## config.mk

```make
export PLATFORM = sky130hd
export DESIGN_NAME = fifo_drain_ctrl_flat
export DESIGN_NICKNAME = d
export VERILOG_FILES = /design/src/rtl/fifo_drain_ctrl_if.sv /design/src/rtl/fifo_drain_ctrl.sv /design/src/flat_wrapper.sv
export SDC_FILE = /design/constraint.sdc
export NUM_CORES = 1
export LEC_CHECK = 0
export CAP_MARGIN = 5
export CELL_PAD_IN_SITES_DETAIL_PLACEMENT = 1
export CELL_PAD_IN_SITES_GLOBAL_PLACEMENT = 1
export CORE_AREA = 2 2 72 74
export CTS_CLUSTER_SIZE = 24
export DETAILED_ROUTE_END_ITERATION = 16
export DIE_AREA = 0 0 74 76
export PLACE_DENSITY_LB_ADDON = 0.05
export SLEW_MARGIN = 20
export SYNTH_ARGS = -nofsm -noshare
export SYNTH_HDL_FRONTEND = slang
export SYNTH_SLANG_ARGS = --single-unit
```

## constraint.sdc

```tcl
create_clock -name RClk -period 2.1 [get_ports RClk]
set_input_delay 0.42 -clock RClk [delete_from_list [all_inputs] [get_ports RClk]]
set_output_delay 0.42 -clock RClk [all_outputs]
set_load 0.05 [all_outputs]
```

## src/rtl/fifo_drain_ctrl_if.sv

```systemverilog
// Groups the FIFO read-port and output-stream signals of fifo_drain_ctrl.
// master: the drain controller (drives rd_en/clear and the output stream).
// slave : the FIFO plus downstream consumer (drives read data, flags and ready).
// Ports: fifo_data_i/fifo_empty_i/fifo_count_i/m_ready_i into the controller;
//        fifo_rd_en_o/fifo_clear_o/m_data_o/m_valid_o/m_last_o out of it.
interface fifo_drain_ctrl_if #(
  parameter int DATA_WIDTH    = 8,
  parameter int ADDRESS_WIDTH = 4
);
  logic [DATA_WIDTH-1:0]    fifo_data_i;
  logic                     fifo_empty_i;
  logic [ADDRESS_WIDTH-1:0] fifo_count_i;
  logic                     fifo_rd_en_o;
  logic                     fifo_clear_o;
  logic [DATA_WIDTH-1:0]    m_data_o;
  logic                     m_valid_o;
  logic                     m_ready_i;
  logic                     m_last_o;

  modport master (
    input  fifo_data_i, fifo_empty_i, fifo_count_i, m_ready_i,
    output fifo_rd_en_o, fifo_clear_o, m_data_o, m_valid_o, m_last_o
  );

  modport slave (
    output fifo_data_i, fifo_empty_i, fifo_count_i, m_ready_i,
    input  fifo_rd_en_o, fifo_clear_o, m_data_o, m_valid_o, m_last_o
  );
endinterface

```

## src/rtl/fifo_drain_ctrl.sv

```systemverilog
// Purpose: drains a FIFO in bursts into a valid/ready stream, with flush/clear control.
// Latency: read issued in cycle t, word lands in a 2-entry skid buffer at t+1, visible t+2.
// Backpressure: m_ready_i low stalls the stream; reads stop once skid + in-flight reach 2.
// Ports: RClk, PresetFull (async active-high), flush_i, busy_o, bus (fifo_drain_ctrl_if.master).
// Optional: define FIFO_DRAIN_TIMEOUT_EN to force a partial burst after TIMEOUT_CYCLES idle cycles.
module fifo_drain_ctrl #(
  parameter int DATA_WIDTH     = 8,
  parameter int ADDRESS_WIDTH  = 4,
  parameter int BURST_LEN      = 8,
  parameter int TIMEOUT_CYCLES = 256,
  parameter int CLEAR_CYCLES   = 4
) (
  input  logic                 RClk,
  input  logic                 PresetFull,
  input  logic                 flush_i,
  output logic                 busy_o,
  fifo_drain_ctrl_if.master    bus
);

  if (BURST_LEN < 1 || BURST_LEN > (1 << ADDRESS_WIDTH) - 1) begin : g_bad_burst
    $error("BURST_LEN out of range");
  end
  if (CLEAR_CYCLES < 1 || CLEAR_CYCLES > 15) begin : g_bad_clear
    $error("CLEAR_CYCLES out of range");
  end
  if (TIMEOUT_CYCLES < 1 || TIMEOUT_CYCLES > 65535) begin : g_bad_timeout
    $error("TIMEOUT_CYCLES out of range");
  end

  typedef enum logic [1:0] {IDLE, BURST, DRAIN, FLUSH} state_t;

  typedef struct packed {
    logic                  last;
    logic [DATA_WIDTH-1:0] dat;
  } skid_t;

  localparam logic [ADDRESS_WIDTH-1:0] BURST_LEN_W = ADDRESS_WIDTH'(BURST_LEN);
  localparam logic [ADDRESS_WIDTH-1:0] ONE_W       = ADDRESS_WIDTH'(1);
  localparam logic [3:0]               CLEAR_LAST  = 4'(CLEAR_CYCLES - 1);

  state_t                   state_q, state_d;
  logic [ADDRESS_WIDTH-1:0] burst_len_q, issued_q;
  logic                     rd_inflight_q, inflight_last_q;
  skid_t                    skid0_q, skid1_q;
  logic [1:0]               skid_cnt_q;
  logic [3:0]               clear_cnt_q;

  logic                     start_full, start_timeout, start_any;
  logic [ADDRESS_WIDTH-1:0] start_len;
  logic                     rd_en, final_rd, clear_en, busy;
  logic                     push, pop;
  logic [1:0]               occ_after;
  skid_t                    push_ent;

  assign start_full = (state_q == IDLE) && (bus.fifo_count_i >= BURST_LEN_W);
  assign start_any  = start_full || start_timeout;

`ifdef FIFO_DRAIN_TIMEOUT_EN
  localparam logic [15:0] TIMEOUT_LAST = 16'(TIMEOUT_CYCLES - 1);
  logic [15:0] idle_tmr_q;
  logic        tmr_run;

  // Timer only advances while a partial burst is sitting in the FIFO.
  assign tmr_run       = (state_q == IDLE) && !bus.fifo_empty_i && (bus.fifo_count_i < BURST_LEN_W);
  assign start_timeout = tmr_run && (idle_tmr_q == TIMEOUT_LAST);
  assign start_len     = (bus.fifo_count_i == '0) ? ONE_W : bus.fifo_count_i;

  always_ff @(posedge RClk or posedge PresetFull) begin
    if (PresetFull) begin
      idle_tmr_q <= '0;
    end else if (!tmr_run || start_timeout || flush_i) begin
      idle_tmr_q <= '0;
    end else begin
      idle_tmr_q <= idle_tmr_q + 16'd1;
    end
  end
`else
  assign start_timeout = 1'b0;
  assign start_len     = BURST_LEN_W;
`endif

  // Occupancy the skid buffer will have after this edge; counting this cycle's
  // pop lets reads stream back-to-back while never overfilling the buffer.
  assign pop       = (skid_cnt_q != 2'd0) && bus.m_ready_i;
  assign push      = rd_inflight_q;
  assign occ_after = skid_cnt_q - {1'b0, pop} + {1'b0, rd_inflight_q};
  assign push_ent  = '{last: inflight_last_q, dat: bus.fifo_data_i};

  always_comb begin
    state_d  = state_q;
    rd_en    = 1'b0;
    final_rd = 1'b0;
    clear_en = 1'b0;
    busy     = (state_q != IDLE);
    unique case (state_q)
      IDLE: begin
        if (start_any) state_d = BURST;
      end
      BURST: begin
        rd_en    = !bus.fifo_empty_i && (issued_q < burst_len_q) && (occ_after < 2'd2) && !flush_i;
        final_rd = rd_en && (issued_q == burst_len_q - ONE_W);
        if (final_rd) state_d = DRAIN;
      end
      DRAIN: begin
        if ((skid_cnt_q == 2'd0) && !rd_inflight_q) state_d = IDLE;
      end
      FLUSH: begin
        clear_en = 1'b1;
        if (clear_cnt_q == CLEAR_LAST) state_d = IDLE;
      end
      default: state_d = IDLE;
    endcase
    // Flush wins over burst start, timeout and normal completion.
    if (flush_i) state_d = FLUSH;
  end

  always_ff @(posedge RClk or posedge PresetFull) begin
    if (PresetFull) begin
      state_q         <= IDLE;
      burst_len_q     <= '0;
      issued_q        <= '0;
      rd_inflight_q   <= 1'b0;
      inflight_last_q <= 1'b0;
      skid0_q         <= '0;
      skid1_q         <= '0;
      skid_cnt_q      <= 2'd0;
      clear_cnt_q     <= 4'd0;
    end else begin
      state_q         <= state_d;
      rd_inflight_q   <= rd_en;
      inflight_last_q <= final_rd;

      if (start_any) begin
        burst_len_q <= start_full ? BURST_LEN_W : start_len;
        issued_q    <= '0;
      end else if (rd_en) begin
        issued_q <= issued_q + ONE_W;
      end

      if (flush_i) begin
        clear_cnt_q <= 4'd0;
      end else if (state_q == FLUSH) begin
        clear_cnt_q <= clear_cnt_q + 4'd1;
      end

      // Flush discards buffered words; the in-flight read is dropped because
      // rd_inflight_q is cleared (rd_en is forced low while flush_i is high).
      if (flush_i) begin
        skid_cnt_q <= 2'd0;
      end else begin
        unique case ({push, pop})
          2'b10: begin
            if (skid_cnt_q == 2'd0) skid0_q <= push_ent;
            else                    skid1_q <= push_ent;
            skid_cnt_q <= skid_cnt_q + 2'd1;
          end
          2'b01: begin
            skid0_q    <= skid1_q;
            skid_cnt_q <= skid_cnt_q - 2'd1;
          end
          2'b11: begin
            if (skid_cnt_q == 2'd1) begin
              skid0_q <= push_ent;
            end else begin
              skid0_q <= skid1_q;
              skid1_q <= push_ent;
            end
          end
          default: ;
        endcase
      end
    end
  end

  assign bus.fifo_rd_en_o = rd_en;
  assign bus.fifo_clear_o = clear_en;
  assign bus.m_valid_o    = (skid_cnt_q != 2'd0);
  assign bus.m_data_o     = skid0_q.dat;
  assign bus.m_last_o     = (skid_cnt_q != 2'd0) && skid0_q.last;
  assign busy_o           = busy;

endmodule
```

## src/flat_wrapper.sv

```systemverilog
// flat-port wrapper written by rule: the top's interface ports become plain ports
module fifo_drain_ctrl_flat 
#(
  parameter int DATA_WIDTH     = 8,
  parameter int ADDRESS_WIDTH  = 4,
  parameter int BURST_LEN      = 8,
  parameter int TIMEOUT_CYCLES = 256,
  parameter int CLEAR_CYCLES   = 4
)
  (RClk, PresetFull, flush_i, busy_o, bus_fifo_data_i, bus_fifo_empty_i, bus_fifo_count_i, bus_m_ready_i, bus_fifo_rd_en_o, bus_fifo_clear_o, bus_m_data_o, bus_m_valid_o, bus_m_last_o);
  fifo_drain_ctrl_if #(.DATA_WIDTH(DATA_WIDTH), .ADDRESS_WIDTH(ADDRESS_WIDTH)) bus_i ();
  input  logic RClk;
  input  logic PresetFull;
  input  logic flush_i;
  output logic busy_o;
  input wire logic [$bits(bus_i.fifo_data_i)-1:0] bus_fifo_data_i;
  input wire logic [$bits(bus_i.fifo_empty_i)-1:0] bus_fifo_empty_i;
  input wire logic [$bits(bus_i.fifo_count_i)-1:0] bus_fifo_count_i;
  input wire logic [$bits(bus_i.m_ready_i)-1:0] bus_m_ready_i;
  output wire logic [$bits(bus_i.fifo_rd_en_o)-1:0] bus_fifo_rd_en_o;
  output wire logic [$bits(bus_i.fifo_clear_o)-1:0] bus_fifo_clear_o;
  output wire logic [$bits(bus_i.m_data_o)-1:0] bus_m_data_o;
  output wire logic [$bits(bus_i.m_valid_o)-1:0] bus_m_valid_o;
  output wire logic [$bits(bus_i.m_last_o)-1:0] bus_m_last_o;
  assign bus_i.fifo_data_i = bus_fifo_data_i;
  assign bus_i.fifo_empty_i = bus_fifo_empty_i;
  assign bus_i.fifo_count_i = bus_fifo_count_i;
  assign bus_i.m_ready_i = bus_m_ready_i;
  assign bus_fifo_rd_en_o = bus_i.fifo_rd_en_o;
  assign bus_fifo_clear_o = bus_i.fifo_clear_o;
  assign bus_m_data_o = bus_i.m_data_o;
  assign bus_m_valid_o = bus_i.m_valid_o;
  assign bus_m_last_o = bus_i.m_last_o;
  fifo_drain_ctrl #(.DATA_WIDTH(DATA_WIDTH), .ADDRESS_WIDTH(ADDRESS_WIDTH), .BURST_LEN(BURST_LEN), .TIMEOUT_CYCLES(TIMEOUT_CYCLES), .CLEAR_CYCLES(CLEAR_CYCLES)) u_core (.RClk(RClk), .PresetFull(PresetFull), .flush_i(flush_i), .busy_o(busy_o), .bus(bus_i));
endmodule
```

==> impl_metrics.yaml <==
drt:
  first_pass_iters: 4
  drt-total-wl_mm: 3.74
  drt_iter0_markers: 34
  avgViaCountPerCell: 4.69
  wl_per_cell_um: 13.8
  drc: 0
  antenna_left: 0
  dr_total_vias: 1265
timing:
  final-hold-violation-count: 0
  fin_crit_ps: 2210
  tns_ps: -106
  setup_viol: 1
  worst_pin_slew_ps: 506
  rsz0062_at_grt: "true"
  period_share_pct: 105
  setup_slack_ps: -106
  slew_headroom_pct: 66.1
  finalMaxSlewViolations: 0
  max_freq_mhz: 453
  skew_ps: 7.13
floorplan:
  start_util_pct: 34.2
  core_sq_mm: 0.00491
  num_rows: 26
  die_x_um: 74
  die-area_sq_mm: 0.00562
  fp.dieH_um: 76
  io_pins: 30
placed_design:
  io_buffers: 26
  dp_hpwl_mm: 2.64
  dp_worst_setup_slack_ps: -379
  place.gp.congestion: 0.758
finish:
  layout_common_cells: "33 x dfrtp_1, 23 x buf_4, 20 x nor2_1, 20 x clkdlybuf4s50_1, 14 x a21oi_1"
  area_delta_synth_final_pct: 32.4
  diodes: 0
  fin_util_pct: 45.2
  layout_commonest_cell: "dfrtp_1"
  drive_gt1_share_pct: 26.5
  nNetsFinal: 221
worst_setup_path:
  r2r_slack_ps: 50
  critPathRequiredTime_ps: 1680
  startpoint_type: "register"
  path_cells: "inv_2 -> ha_4 -> nor2b_4 -> mux2i_4 -> mux2i_4 -> buf_12"
  worstPathMaxFanout: 2
  worst_path_most_repeated_cell: "mux2i_4"
  cp_data_arrival_time_ps: 1790
  endpoint_kind: "primary output"
  startpoint: "u_core.skid_cnt_q[0]"
  cpPeakStageDelay_ps: 360
  critPathSlowestCell: "dfrtp_1"
  rr_startpoint: "u_core.skid_cnt_q[0]"
  r2r-end: "u_core.issued_q[3]"
  worstSetupPathType: "register to primary output"
  reg2reg_depth: 8
global_routing:
  antenna_found_initial: 0
  overflow: 0
  grt_pass1_vias: 1365
  grt.total_usage_pct: 14.8
  grt_max_degree: 34
  grt_pass1_wl_mm: 6.32
logic_synthesis:
  syn_nets: 179
  synth_top_flop_cell: "dfrtp_1"
  ys_ff_latch: 33
  synthCells: 157
  synth_cell_types: 32
  async_flop_share_pct: 100
  ys_seq_area_share_pct: 49.2
  synth_edf_count: 0
  yosysWarnings: 0
  synth.avg_cell_area_sq_um: 10.7
  synth.cell_area_sq_mm: 0.00168
pwr:
  total_power_mw: 2.79
  peakVddDrop_uv: 547
  pwr_density_cell_mw_per_mm2: 1260
  leakage_nw: 1.06
min_path:
  hp-start: "u_core.burst_len_q[3]"
  hold_path_class: "register to register"
  hold_path_end: "u_core.burst_len_q[3]"
  hold_depth: 1
status:
  violations: "setup timing"
  outcome: "finished with violations"
clock_network:
  clk_latency_ps: 290
  cts_tree: "built"
  hold_buffers: 0
  clock_path_buffers: 2
  path_clk_slew_ps: 70
  htree_levels: 2
  cts_root_buffer: "clkbuf_8"
  cts-buffers-inserted: 5
  cts_sinks: 33
run:
  drv_cap: 0
-- worst max-delay path: cells and delay by family, from the launching register on --
family | cells | cell delay [ps]
simple gates | 1 | 140
buf+inv | 2 | 230
flops | 1 | 360
mux | 2 | 610
fa+ha+maj | 1 | 160
-- what timing repair did --
action                                 in CTS  in global routing
resized for setup                           3                  1
endpoints found under the hold margin       0                  0
setup endpoints to repair                   3                  2
pin swaps                                   1                  0
cloned                                      0                  0
buffers inserted                            4                  1
-- synthesized netlist by cell type (2+ instances only) --
cell type	count	area [sq um]
nor2b_1	3	18.8
nor3b_1	2	15.0
mux2i_1	10	100
clkbuf_1	2	7.51
buf_4	8	60.1
a21oi_1	14	70.1
inv_1	8	30.0
mux2i_4	2	45.0
ha_1	5	62.6
nor2_1	20	75.1
xor2_1	2	17.5
nand4_1	2	12.5
xnor2_1	5	43.8
dfrtp_1	33	826
or2_2	2	12.5
mux2_2	9	101
a21o_1	2	15.0
nand3_1	5	25.0
nand2_1	10	37.5
-- power breakdown --
| group | internal, mW | leakage, nW | switching, mW | total [mW] |
|---|---|---|---|---|
| combinational | 0.582 | 0.597 | 0.783 | 1.36 |
| sequential | 0.824 | 0.421 | 0.129 | 0.953 |
| clock | 0.229 | 0.0439 | 0.245 | 0.474 |
| total | 1.63 | 1.06 | 1.16 | 2.79 |
-- metal layers --
metal | wire length, um | GRT usage (%) | vias to the layer above
li1 | - | - | 604
met1 | 1550 | 17.3 | 628
met2 | 1960 | 25.4 | 25
met3 | 140 | 4.37 | 8
met4 | 81 | 4.91 | 0
met5 | 0 | 0 | -
-- flip-flops by register name, summed over array words and instances (netlist names) --
name and count:
u_core.bus.m_data_o 8, u_core.inflight_last_q 1, u_core.state_q 2, u_core.push 1
u_core.skid0_q 1, u_core.skid1_q 9, u_core.clear_cnt_q 4, u_core.burst_len_q 1
u_core.skid_cnt_q 2, u_core.issued_q 4
-- how the worst max path moves through the flow --
stage,endpoint,depth (start not counted)
finish,bus_fifo_rd_en_o,6
global route,bus_fifo_rd_en_o,6
CTS,bus_fifo_rd_en_o,6
detailed placement,u_core.issued_q[3],6
global placement,u_core.issued_q[3],6
floorplan,u_core.issued_q[3],8
-- final cells by class --
cell class / instances / area [sq um]
clock inverter: 3 / 17.5
multi-input combinational: 104 / 761
fill: 558 / 2690
sequential: 33 / 826
clock buffer: 5 / 68.8
inverter: 8 / 30.0
timing repair buffer: 47 / 430
tap: 70 / 87.6
-- cell families after synthesis --
family                   after synthesis  share of synthesized area [%]
AO/OA/AOI/OAI                         19                           6.19
XOR/XNOR                               7                           3.65
adder cells (fa/ha/maj)                5                           3.73
buffers and inverters                 20                           6.79
flip-flops                            33                           49.2
multiplexers                          22                           15.6
AND/OR/NAND/NOR                       51                           14.8
-- per-stage QoR --
step	hold WS, ps	cell area [sq um]	cells
after floorplan	444	1690	157
after global routing	514	2220	270
after CTS	490	2210	269
final	479	2220	270
after global placement	460	2090	257
after detailed placement	473	2090	257
No activity file was read; power rests on OpenSTA's default activity.
